`src/rtl/snake_pkg.sv`:
```
// Shared definitions for the snake game: sequencer states, default widths and grid size.
package snake_pkg;

  typedef enum logic [2:0] {
    ST_IDLE      = 3'd0,
    ST_INIT      = 3'd1,
    ST_RUN       = 3'd2,
    ST_STEP_WAIT = 3'd3,
    ST_PAUSED    = 3'd4,
    ST_OVER      = 3'd5
  } seq_state_t;

  localparam int unsigned SCORE_W_DEFAULT = 10;
  localparam int unsigned LEVEL_W_DEFAULT = 4;

  localparam int unsigned GRID_COLS = 32;
  localparam int unsigned GRID_ROWS = 24;

endpackage

```
`src/rtl/snake_sequencer_if.sv`:
```
// Step handshake between the game sequencer (master) and the snake field (slave).
interface snake_sequencer_if;
  logic field_init;
  logic step_req;
  logic step_ack;
  logic collision;
  logic ate_food;

  modport master (
    output field_init,
    output step_req,
    input  step_ack,
    input  collision,
    input  ate_food
  );

  modport slave (
    input  field_init,
    input  step_req,
    output step_ack,
    output collision,
    output ate_food
  );
endinterface

```
`src/rtl/period_counter.sv`:
```
// Move-tick counter: counts 0..period-1 while enabled and flags the wrap cycle.
module period_counter #(
  parameter int unsigned CNT_W = 24
) (
  input  logic             clk,
  input  logic             rst_n,
  input  logic             clr,
  input  logic             en,
  input  logic [CNT_W-1:0] period,
  output logic             wrap
);

  logic [CNT_W-1:0] count;

  // >= keeps the wrap alive if the period shrinks below the current count
  assign wrap = en && (count >= period - 1'b1);

  always_ff @(posedge clk or negedge rst_n) begin
    if (!rst_n) begin
      count <= '0;
    end else if (clr) begin
      count <= '0;
    end else if (en) begin
      count <= wrap ? '0 : count + 1'b1;
    end
  end

endmodule

```
`src/rtl/snake_sequencer.sv`:
```
// Game-flow controller: state machine, move tick, step handshake, score and level.
// Optional level-based speedup is enabled by defining SNAKE_SPEEDUP_EN.
module snake_sequencer
  import snake_pkg::*;
#(
  parameter int unsigned BASE_PERIOD    = 12000000,
  parameter int unsigned MIN_PERIOD     = 2000000,
  parameter int unsigned PERIOD_DEC     = 1000000,
  parameter int unsigned FOOD_PER_LEVEL = 5,
  parameter int unsigned SCORE_W        = SCORE_W_DEFAULT,
  parameter int unsigned LEVEL_W        = LEVEL_W_DEFAULT
) (
  input  logic                clk,
  input  logic                rst_n,
  input  logic                start,
  input  logic                pause,
  snake_sequencer_if.master   step,
  output logic                running,
  output logic                game_over,
  output logic [SCORE_W-1:0]  score,
  output logic [LEVEL_W-1:0]  level
);

  localparam int unsigned CNT_W  = $clog2(BASE_PERIOD + 1);
  localparam int unsigned PROD_W = CNT_W + LEVEL_W;

  seq_state_t       state;
  logic             pend_pause;
  logic [CNT_W-1:0] period;
  logic             cnt_en;
  logic             cnt_clr;
  logic             wrap;
  logic             eat_ev;

  function automatic logic [SCORE_W-1:0] sat_inc_score(input logic [SCORE_W-1:0] v);
    return (v == '1) ? v : v + 1'b1;
  endfunction

  // Clamp before subtracting so the period never underflows below MIN_PERIOD
  function automatic logic [CNT_W-1:0] calc_period(input logic [LEVEL_W-1:0] lvl);
    logic [PROD_W-1:0] dec;
    dec = PROD_W'(lvl) * PROD_W'(PERIOD_DEC);
    if (dec >= PROD_W'(BASE_PERIOD - MIN_PERIOD))
      return CNT_W'(MIN_PERIOD);
    return CNT_W'(PROD_W'(BASE_PERIOD) - dec);
  endfunction

  assign cnt_clr = (state == ST_INIT);
  assign cnt_en  = !start && (((state == ST_RUN) && !pause) || (state == ST_STEP_WAIT));
  assign eat_ev  = (state == ST_STEP_WAIT) && !start && step.step_ack &&
                   !step.collision && step.ate_food;

  period_counter #(.CNT_W(CNT_W)) u_period_counter (
    .clk    (clk),
    .rst_n  (rst_n),
    .clr    (cnt_clr),
    .en     (cnt_en),
    .period (period),
    .wrap   (wrap)
  );

  always_ff @(posedge clk or negedge rst_n) begin
    if (!rst_n) begin
      state           <= ST_IDLE;
      pend_pause      <= 1'b0;
      step.field_init <= 1'b0;
      step.step_req   <= 1'b0;
      running         <= 1'b0;
      game_over       <= 1'b0;
    end else begin
      step.field_init <= 1'b0;
      if (start) begin
        state           <= ST_INIT;
        step.field_init <= 1'b1;
        step.step_req   <= 1'b0;
        running         <= 1'b0;
        game_over       <= 1'b0;
      end else begin
        case (state)
          ST_INIT: begin
            pend_pause <= 1'b0;
            running    <= 1'b1;
            state      <= ST_RUN;
          end
          ST_RUN: begin
            if (pause) begin
              running <= 1'b0;
              state   <= ST_PAUSED;
            end else if (wrap) begin
              step.step_req <= 1'b1;
              state         <= ST_STEP_WAIT;
            end
          end
          ST_STEP_WAIT: begin
            // A wrap while still waiting is deliberately dropped
            if (step.step_ack) begin
              step.step_req <= 1'b0;
              if (step.collision) begin
                pend_pause <= 1'b0;
                running    <= 1'b0;
                game_over  <= 1'b1;
                state      <= ST_OVER;
              end else if (pend_pause || pause) begin
                pend_pause <= 1'b0;
                running    <= 1'b0;
                state      <= ST_PAUSED;
              end else begin
                state <= ST_RUN;
              end
            end else if (pause) begin
              pend_pause <= 1'b1;
            end
          end
          ST_PAUSED: begin
            if (pause) begin
              running <= 1'b1;
              state   <= ST_RUN;
            end
          end
          ST_IDLE, ST_OVER: ;
          default: state <= ST_IDLE;
        endcase
      end
    end
  end

  always_ff @(posedge clk or negedge rst_n) begin
    if (!rst_n)
      score <= '0;
    else if (state == ST_INIT)
      score <= '0;
    else if (eat_ev)
      score <= sat_inc_score(score);
  end

`ifdef SNAKE_SPEEDUP_EN
  localparam int unsigned FOOD_W = $clog2(FOOD_PER_LEVEL + 1);

  logic [FOOD_W-1:0] food_cnt;

  function automatic logic [LEVEL_W-1:0] sat_inc_level(input logic [LEVEL_W-1:0] v);
    return (v == '1) ? v : v + 1'b1;
  endfunction

  always_ff @(posedge clk or negedge rst_n) begin
    if (!rst_n) begin
      level    <= '0;
      food_cnt <= '0;
      period   <= CNT_W'(BASE_PERIOD);
    end else begin
      period <= calc_period(level);
      if (state == ST_INIT) begin
        level    <= '0;
        food_cnt <= '0;
      end else if (eat_ev) begin
        if (food_cnt == FOOD_W'(FOOD_PER_LEVEL - 1)) begin
          food_cnt <= '0;
          level    <= sat_inc_level(level);
        end else begin
          food_cnt <= food_cnt + 1'b1;
        end
      end
    end
  end
`else
  assign level  = '0;
  assign period = CNT_W'(BASE_PERIOD);
`endif

endmodule

```
`src/flat_wrapper.sv`:
```
// flat-port wrapper written by rule: the top's interface ports become plain ports
module snake_sequencer_flat import snake_pkg::*;
#(
  parameter int unsigned BASE_PERIOD    = 12000000,
  parameter int unsigned MIN_PERIOD     = 2000000,
  parameter int unsigned PERIOD_DEC     = 1000000,
  parameter int unsigned FOOD_PER_LEVEL = 5,
  parameter int unsigned SCORE_W        = SCORE_W_DEFAULT,
  parameter int unsigned LEVEL_W        = LEVEL_W_DEFAULT
)
  (clk, rst_n, start, pause, running, game_over, score, level, step_field_init, step_step_req, step_step_ack, step_collision, step_ate_food);
  snake_sequencer_if step_i ();
  input  logic clk;
  input  logic rst_n;
  input  logic start;
  input  logic pause;
  output logic running;
  output logic game_over;
  output logic [SCORE_W-1:0] score;
  output logic [LEVEL_W-1:0] level;
  output wire logic [$bits(step_i.field_init)-1:0] step_field_init;
  output wire logic [$bits(step_i.step_req)-1:0] step_step_req;
  input wire logic [$bits(step_i.step_ack)-1:0] step_step_ack;
  input wire logic [$bits(step_i.collision)-1:0] step_collision;
  input wire logic [$bits(step_i.ate_food)-1:0] step_ate_food;
  assign step_field_init = step_i.field_init;
  assign step_step_req = step_i.step_req;
  assign step_i.step_ack = step_step_ack;
  assign step_i.collision = step_collision;
  assign step_i.ate_food = step_ate_food;
  snake_sequencer #(.BASE_PERIOD(BASE_PERIOD), .MIN_PERIOD(MIN_PERIOD), .PERIOD_DEC(PERIOD_DEC), .FOOD_PER_LEVEL(FOOD_PER_LEVEL), .SCORE_W(SCORE_W), .LEVEL_W(LEVEL_W)) u_core (.clk(clk), .rst_n(rst_n), .start(start), .pause(pause), .step(step_i), .running(running), .game_over(game_over), .score(score), .level(level));
endmodule
```
`config.mk`:
```
export PLATFORM = sky130hd
export DESIGN_NAME = snake_sequencer_flat
export DESIGN_NICKNAME = d
export VERILOG_FILES = /design/src/rtl/snake_pkg.sv /design/src/rtl/snake_sequencer_if.sv /design/src/rtl/period_counter.sv /design/src/rtl/snake_sequencer.sv /design/src/flat_wrapper.sv
export SDC_FILE = /design/constraint.sdc
export NUM_CORES = 1
export LEC_CHECK = 0
export CORE_MARGIN = 4
export CORE_UTILIZATION = 45
export CTS_CLUSTER_DIAMETER = 60
export CTS_CLUSTER_SIZE = 10
export DETAILED_ROUTE_END_ITERATION = 8
export PLACE_DENSITY_LB_ADDON = 0.3
export SLEW_MARGIN = 5
export SYNTH_ARGS = -nofsm -noshare
export SYNTH_HDL_FRONTEND = slang
export SYNTH_SLANG_ARGS = --single-unit
```
`constraint.sdc`:
```
create_clock -name clk -period 1.6 [get_ports clk]
set_input_delay 0.16 -clock clk [delete_from_list [all_inputs] [get_ports clk]]
set_output_delay 0.16 -clock clk [all_outputs]
set_load 0.02 [all_outputs]
```
==> metrics.txt, run 1 <==
max-slew violations 0; clock latency on the worst-skew pair 0.30 ns; clock tree root buffer cell clkbuf_8; leakage power 1.59 nW; total area of sequential cells 1050 µm²; ant diodes 0; final critical-path required period between 1.5 and 2 ns; Via density roughly 5.5; CP peak stage delay around 0.42 ns; Routed WL 6.53 mm; fraction of registers with async set/reset 1.00; CP Max Fanout 5; CP most frequent cell a31oi_1; CP startpoint u_core.u_period_counter.count[20]; vias post-DR 2356; Design Area, Final 3580 µm²; DRC 0; worst min path class primary input to async pin; RePlAce Congestion 0.855; Critical Path AT between 1.5 and 2 ns; number of CTS-inserted buffers 5; Critical Path RT 1.82 ns; vias in the first global route 2200; Slew headroom 0.638; Hold Fails Final Rpt 0; status finished, violations left; slowest cell on the critical path dfrtp_1; Post-synth EDFFs 0; Distinct cells, synth 55; GRT overflow 0; startpoint types flop; FP Rows 26; Crit Path Category flop to flop; unrepaired setup endpoints after global routing yes; area taken by multi-input logic gates 1560 µm²; placed inst area 3130 µm²; Yosys reg bits 42; pin count of the biggest net entering global routing 43; CP Capture Type flop; CTS sink count 42; H-tree lvl count 2; simple-gate portion of the synthesized area 0.276; post-synthesis xor/xnor area fraction 0.0846; fill cell count between 300 and 400; Setup WS post-layout -0.127 ns; Main synth FF type dfrtp_1; register area share after synthesis 0.423; Layout Nets around 360; crit-path cells a31o_4, a2111oi_4, a21boi_4, a31oi_1, a31oi_1; cell count after placement 401; mux cell area share after synthesis 0.0131; worst-case clock buffer depth 2; Worst VDD drop 0.000868 V; R2R cell count 5; largest family of logic cells by synthesized area simple AND/OR/NAND/NOR gates; dpl ws -0.188 ns; Die H about 80 µm; max_cap viols 0; core area around 5200 µm²; initial antenna violation count 0; overall fraction of global-route tracks in use 0.191; I/O pins 25; Die ar. 6770 µm²; r2r setup slk -0.13 ns; Area Growth Syn to Fin 44.0%; post-synthesis compound-gate area fraction 0.147; clk_skew 0.00936 ns; CP endpoint u_core.u_period_counter.count[19]; Syn Inst Count 266; initial core utilization 0.474; Slew @ Worst Pin 0.543 ns; CTS tree done; # setup viols final 24; die span in x 82.3 µm; R2R Path End u_core.u_period_counter.count[19]; Tot Pwr 3.65 mW; HPWL after DPL 4.14 mm; DR WL/cell 15.3 µm; adder-cell share of the synthesized area 0.0101; DRT iter0 DRCs 124; Post-Syn Area per Cell between 9 and 10 µm²; 1st-pass router iterations 4; worst r2r src u_core.u_period_counter.count[20]; Worst-path clk slew roughly 0.09 ns; IO Port Bufs 20; Yosys warnings 0; pwr/cell area 1020 nW/µm²; violated checks setup timing; Fmax 579 MHz; Final Cycle Share 1.08; ANT nets after route 0; layout cells sized above 1 0.354; synthesized area 2480 µm²; global-route wire length before repair 10.0 mm; final cell count without fillers about 430
[kinds of logic after synthesis]
| group | count (synthesis) |
|---|---|
| and+or+nand+nor | 134 |
| AOI/OAI and AO/OA | 43 |
| DFF | 42 |
| xor gates and xnor gates | 24 |
| buffers and inverters | 17 |
| muxes | 3 |
| adders and majority gates | 2 |
| other | 1 |
[worst max-delay path: cells and delay by family, from the launching register on]
family         cells  cell delay, ns
AO/OA/AOI/OAI      5            1.23
flip-flops         1            0.42
[metrics by stage]
step / hold WS [ns] / utilization / setup TNS [ns]
global route: 0.531 / 0.683 / -3.04
global placement: 0.267 / 0.597 / -2.22
CTS: 0.474 / 0.634 / -2.16
detailed placement: 0.270 / 0.597 / -3.35
finish: 0.454 / 0.683 / -1.01
floorplan: -0.136 / - / -0.581
[cell type report]
cell class	count	area share
Clock buffer	5	0.0192
Clock inverter	3	0.0112
Inverter	5	0.00525
Multi-Input combinational cell	212	0.437
Sequential cell	42	0.295
Tap cell	70	0.0245
Timing Repair Buffer	89	0.208
[cells in the mapped netlist, types with 3 or more instances]
cell type / instances / area [µm²]
and3_1: 4 / 25.0
buf_4: 4 / 30.0
clkbuf_1: 3 / 11.3
nand2b_1: 6 / 37.5
xnor2_1: 15 / 131
nand2_1: 24 / 90.1
inv_1: 5 / 18.8
o21ai_0: 6 / 30.0
buf_6: 4 / 45.0
nor2_1: 40 / 150
dfrtp_1: 42 / 1050
nor4_1: 7 / 43.8
xor2_1: 9 / 78.8
a21oi_1: 11 / 55.1
nand4_1: 10 / 62.6
nand3_1: 14 / 70.1
nor3_1: 9 / 45.0
a31oi_1: 5 / 31.3
[placed cells by master (no fill, tap or decap), drive strengths merged, types with 3 or more instances in the layout]
cell and count:
nand2 24, nor4 7, dfrtp 42, conb 4, nand2b 6, buf 69, nor2 40, or2 3
a21oi 11, and3 4, nand4 11, xnor2 15, clkdlybuf4s50 16, a31oi 5, dlymetal6s2s 3, nand3 17
xor2 9, o21ai 8, clkbuf 5, inv 5, nor3 11
[how the worst min path moves through the flow]
stage | start | slack (ns) | cells after the start | endpoint
finish | rst_n | 0.45 | 3 | u_core.u_period_counter.count[14]
global route | rst_n | 0.53 | 3 | u_core.u_period_counter.count[14]
CTS | start | 0.47 | 2 | u_core.step.field_init
detailed placement | rst_n | 0.27 | 2 | u_core.u_period_counter.count[9]
global placement | rst_n | 0.27 | 2 | u_core.u_period_counter.count[8]
floorplan | rst_n | -0.14 | 0 | u_core.game_over
[what timing repair did]
item                                   CTS  global route
hold buffers                             1             0
endpoints found under the hold margin   42             0
setup endpoints to repair               30            38
setup buffers                            1            13
resized for setup                       11            32
gates cloned                             1             1
pin swaps                                4            10
[registers in the layout (all words and copies together), names as in the netlist]
| name | flops |
|---|---|
| u_core.pend_pause | 1 |
| u_core.game_over | 1 |
| u_core.step.field_init | 1 |
| u_core.step.step_req | 1 |
| u_core.running | 1 |
| u_core.state | 3 |
| u_core.score | 10 |
| u_core.u_period_counter.count | 24 |
[power by group]
part	switching [mW]	internal (mW)	total [mW]
Sequential	0.104	1.15	1.25
Combinational	0.826	0.716	1.54
Clock	0.395	0.460	0.855
[per-layer routing]
metal | wire length (µm) | track usage | share of wire | vias up
li1 | - | - | - | 1128
met1 | 3040 | 0.262 | 0.46 | 1171
met2 | 3210 | 0.306 | 0.49 | 46
met3 | 192 | 0.0369 | 0.029 | 11
met4 | 95 | 0.0532 | 0.015 | 0
met5 | 0 | 0 | 0 | -
Power figures use the tool's default switching activity.
==> run 2, diff against run 1 <==
Settings changed: CORE_UTILIZATION 45 to 50, SYNTH_HIERARCHICAL from default to 1.
==> metrics.txt, run 2 <==
Sw Share 0.306 (was 0.363); max-slew violations 0 (unchanged); top-count cell post-synth nand2_1 (was dfrtp_1); initial antenna violation count 0 (unchanged); IO Port Bufs 20 (unchanged); area taken by multi-input logic gates 2720 µm² (was 1560 µm²); most frequent cells in the layout buf_4 (82), conb_1 (80), nand2_1 (49) (was buf_4 (65), dfrtp_1 (39), nor2_1 (35)); Post-Syn Area per Cell 8.44 µm² (was 9.34 µm²); CTS sink count 42 (unchanged); global-route wire length before repair 15.9 mm (was 10.0 mm); worst-case clock buffer depth 2 (unchanged); Yosys reg bits 42 (unchanged); DRC 0 (unchanged); Syn Inst Count 408 (was 266); Hold Fails Final Rpt 0 (unchanged); Post-synth EDFFs 0 (unchanged); worst path bufs/invs 0 (unchanged); die span in x 91.0 µm (was 82.3 µm); Die H 91.0 µm (was 82.3 µm); worst min path class primary input to async pin (unchanged); Synth area leaders dfrtp_1 (31%), ha_1 (9.8%), nand2_1 (5.3%) (was dfrtp_1 (42%), nor2_1 (6.0%), xnor2_1 (5.3%)); setup TNS -16.11 ns (was -1.01 ns); top post-synthesis cells by count nand2_1 (49), dfrtp_1 (42), nor2_1 (32), a21oi_1 (27), ha_1 (27) (was dfrtp_1 (42), nor2_1 (40), nand2_1 (24), xnor2_1 (15), nand3_1 (14)); initial core utilization 0.527 (was 0.474); crit-path cells ha_1, nand4_1, nor4_4, a21o_1, a311oi_4, nor2_2, a21oi_1, a31oi_1, a221o_2 (was a31o_4, a2111oi_4, a21boi_4, a31oi_1, a31oi_1); fill cell count 452 (was 385); register bank with the most flops u_core/u_period_counter/count (was u_core.u_period_counter.count); Main synth FF type dfrtp_1 (unchanged); leading registers by flop count u_core/u_period_counter/count (24), u_core/score (10), u_core/state (3) (was u_core.u_period_counter.count (24), u_core.score (10), u_core.state (3)); Critical Path AT 2.52 ns (was 1.95 ns); Critical Path RT 1.79 ns (was 1.82 ns); max_cap viols 0 (unchanged); clock tree root buffer cell clkbuf_8 (unchanged); Net Sw Power 0.855 mW (was 1.33 mW); max reg flops 24 (unchanged); DR WL/cell 14.1 µm (was 15.3 µm); Clock Power Share 0.305 (was 0.234); # setup viols final 29 (was 24); CTS tree done (unchanged); Flop pwr share 0.411 (was 0.343); ANT nets after route 0 (unchanged); layout cells sized above 1 0.246 (was 0.354); Layout Nets 622 (was 364); Setup WS post-layout -0.728 ns (was -0.127 ns); pin count of the biggest net entering global routing 43 (unchanged); Tot Pwr 2.79 mW (was 3.65 mW); register area share after synthesis 0.305 (was 0.423); synthesized area 3440 µm² (was 2480 µm²); internal cell power 1.94 mW (was 2.32 mW); FP Rows 29 (was 26); startpoint types flop (unchanged); I/O pins 25 (unchanged); core area 6530 µm² (was 5240 µm²); status finished, violations left (unchanged); Via density 5.53 (about the same); CP Capture Type flop (unchanged); vias post-DR 3683 (was 2356); RePlAce Congestion 0.943 (was 0.855); ant diodes 0 (unchanged); DRT iter0 DRCs 165 (was 124); slowest cell on the critical path dfrtp_2 (was dfrtp_1); 1st-pass router iterations 4 (unchanged); violated checks setup timing (unchanged); total area of sequential cells 1050 µm² (unchanged); unrepaired setup endpoints after global routing yes (unchanged); number of CTS-inserted buffers 5 (unchanged); most common cell after layout, fill and taps aside buf_4 (unchanged); fraction of registers with async set/reset 1.00 (unchanged); Die ar. 8280 µm² (was 6770 µm²); Final Cycle Share 1.45 (was 1.08); Area Growth Syn to Fin 44.4% (was 44.0%); Synth top area share 0.305 (was 0.423); Worst-path clk slew 0.08 ns (was 0.09 ns); GRT overflow 0 (unchanged); CP peak stage delay 0.45 ns (was 0.42 ns); Crit Path Category flop to flop (unchanged); H-tree lvl count 2 (unchanged); pwr/cell area 562 nW/µm² (was 1020 nW/µm²); overall fraction of global-route tracks in use 0.228 (was 0.191); final critical-path required period 2.33 ns (was 1.73 ns); Worst VDD drop 0.000716 V (was 0.000868 V); Yosys warnings 6 (was 0); clk_skew 0.00508 ns (was 0.00936 ns); vias in the first global route 3620 (was 2200); clock latency on the worst-skew pair 0.30 ns (about the same); Routed WL 9.42 mm (was 6.53 mm); CP Max Fanout 5 (unchanged); leakage power 2.38 nW (was 1.59 nW); Fmax 430 MHz (was 579 MHz); Distinct cells, synth 65 (was 55); Logic pwr share 0.284 (was 0.423); Top Family by Delay on Critical Path compound AO/OA/AOI/OAI gates (unchanged); cell taking the most area after synthesis dfrtp_1 (unchanged); HPWL after DPL 7.07 mm (was 4.14 mm)
run 2: cell count changes in the layout (fill, tap and decap cells not counted), moves of 6 or more:
cell / before / now
inv_1: 5 / 12
nand2_1: 24 / 49
and2_1: 0 / 6
buf_6: 2 / 8
a21oi_1: 8 / 26
nor4_1: 1 / 7
ha_1: 0 / 25
o21ai_0: 5 / 18
nor3_1: 5 / 15
conb_1: 4 / 80
nand3_1: 13 / 19
buf_4: 65 / 82
run 2: logic make-up after synthesis:
kind of cell,Yosys count,synth area share
and+or+nand+nor,184,0.297
AOI/OAI and AO/OA,95,0.184
DFF,42,0.305
buffers and inverters,30,0.0407
adders and majority gates,27,0.0981
xor gates and xnor gates,24,0.0611
muxes,4,0.0124
other,2,0.00218
run 2: tightest hold or removal path, delay by kind of cell:
family	cells	cell delay [ns]
buffers and inverters	3	0.86
run 2: power by group through the flow:
stage / clock (mW) / combinational (mW) / sequential, mW
final: 0.852 / 0.793 / 1.15
after global routing: 0.909 / 0.873 / 1.15
after CTS: 0.854 / 0.750 / 1.15
after detailed placement: 0 / 0.729 / 1.17
after global placement: 0 / 0.701 / 1.17
after floorplan: 0 / 0.415 / 1.18
run 2: stage by stage:
stage                     utilization  area (µm²)  instances  setup slack [ns]  hold WS, ns
final                           0.761        4970        666            -0.728        0.348
after global routing            0.761        4970        666            -0.809        0.411
after CTS                       0.744        4860        666            -0.642        0.372
after detailed placement        0.714        4670        653            -0.732        0.157
after global placement          0.714        4670        653            -0.692        0.153
after floorplan                     -        3800        486            -0.939       -0.136
run 2: final cells by class:
cell class              instances  share of cell area
flip-flops and latches         42               0.212
clock buffers                   7              0.0154
repair buffers                112               0.189
multi-input cells             414               0.548
inverters                      13              0.0103
well taps                      77              0.0194
clock inverters                 1             0.00604
run 2: repair_timing:
item                                    4_1_cts  5_1_grt
hold buffers                                  1        0
endpoints found under the setup margin       36       40
resized for setup                            11       23
pin swaps                                     8       19
hold endpoints to repair                     42        0
buffers inserted                              4        1
run 2: path summary, 6_finish.rpt:
kind                            depth (start not counted)  slack (ns)                               from                to
worst max-delay path                                    9       -0.73  u_core/u_period_counter/count[20]   u_core/state[0]
worst max register to register                          9       -0.73  u_core/u_period_counter/count[20]   u_core/state[0]
min in group clk                                        2        0.50                   u_core/game_over  u_core/game_over
worst min register to register                          2        0.50                   u_core/game_over  u_core/game_over
max in group asynchronous                               3        1.00                              rst_n   u_core/score[1]
worst min-delay path                                    3        0.35                              rst_n   u_core/score[0]
run 2: per-layer routing:
layer | vias to the layer above | wire, µm | GRT usage
met3 | 27 | 380 | 0.0264
met4 | 0 | 268 | 0.0955
li1 | 1785 | - | -
met2 | 104 | 4950 | 0.426
met5 | - | 0 | 0
met1 | 1767 | 3820 | 0.262
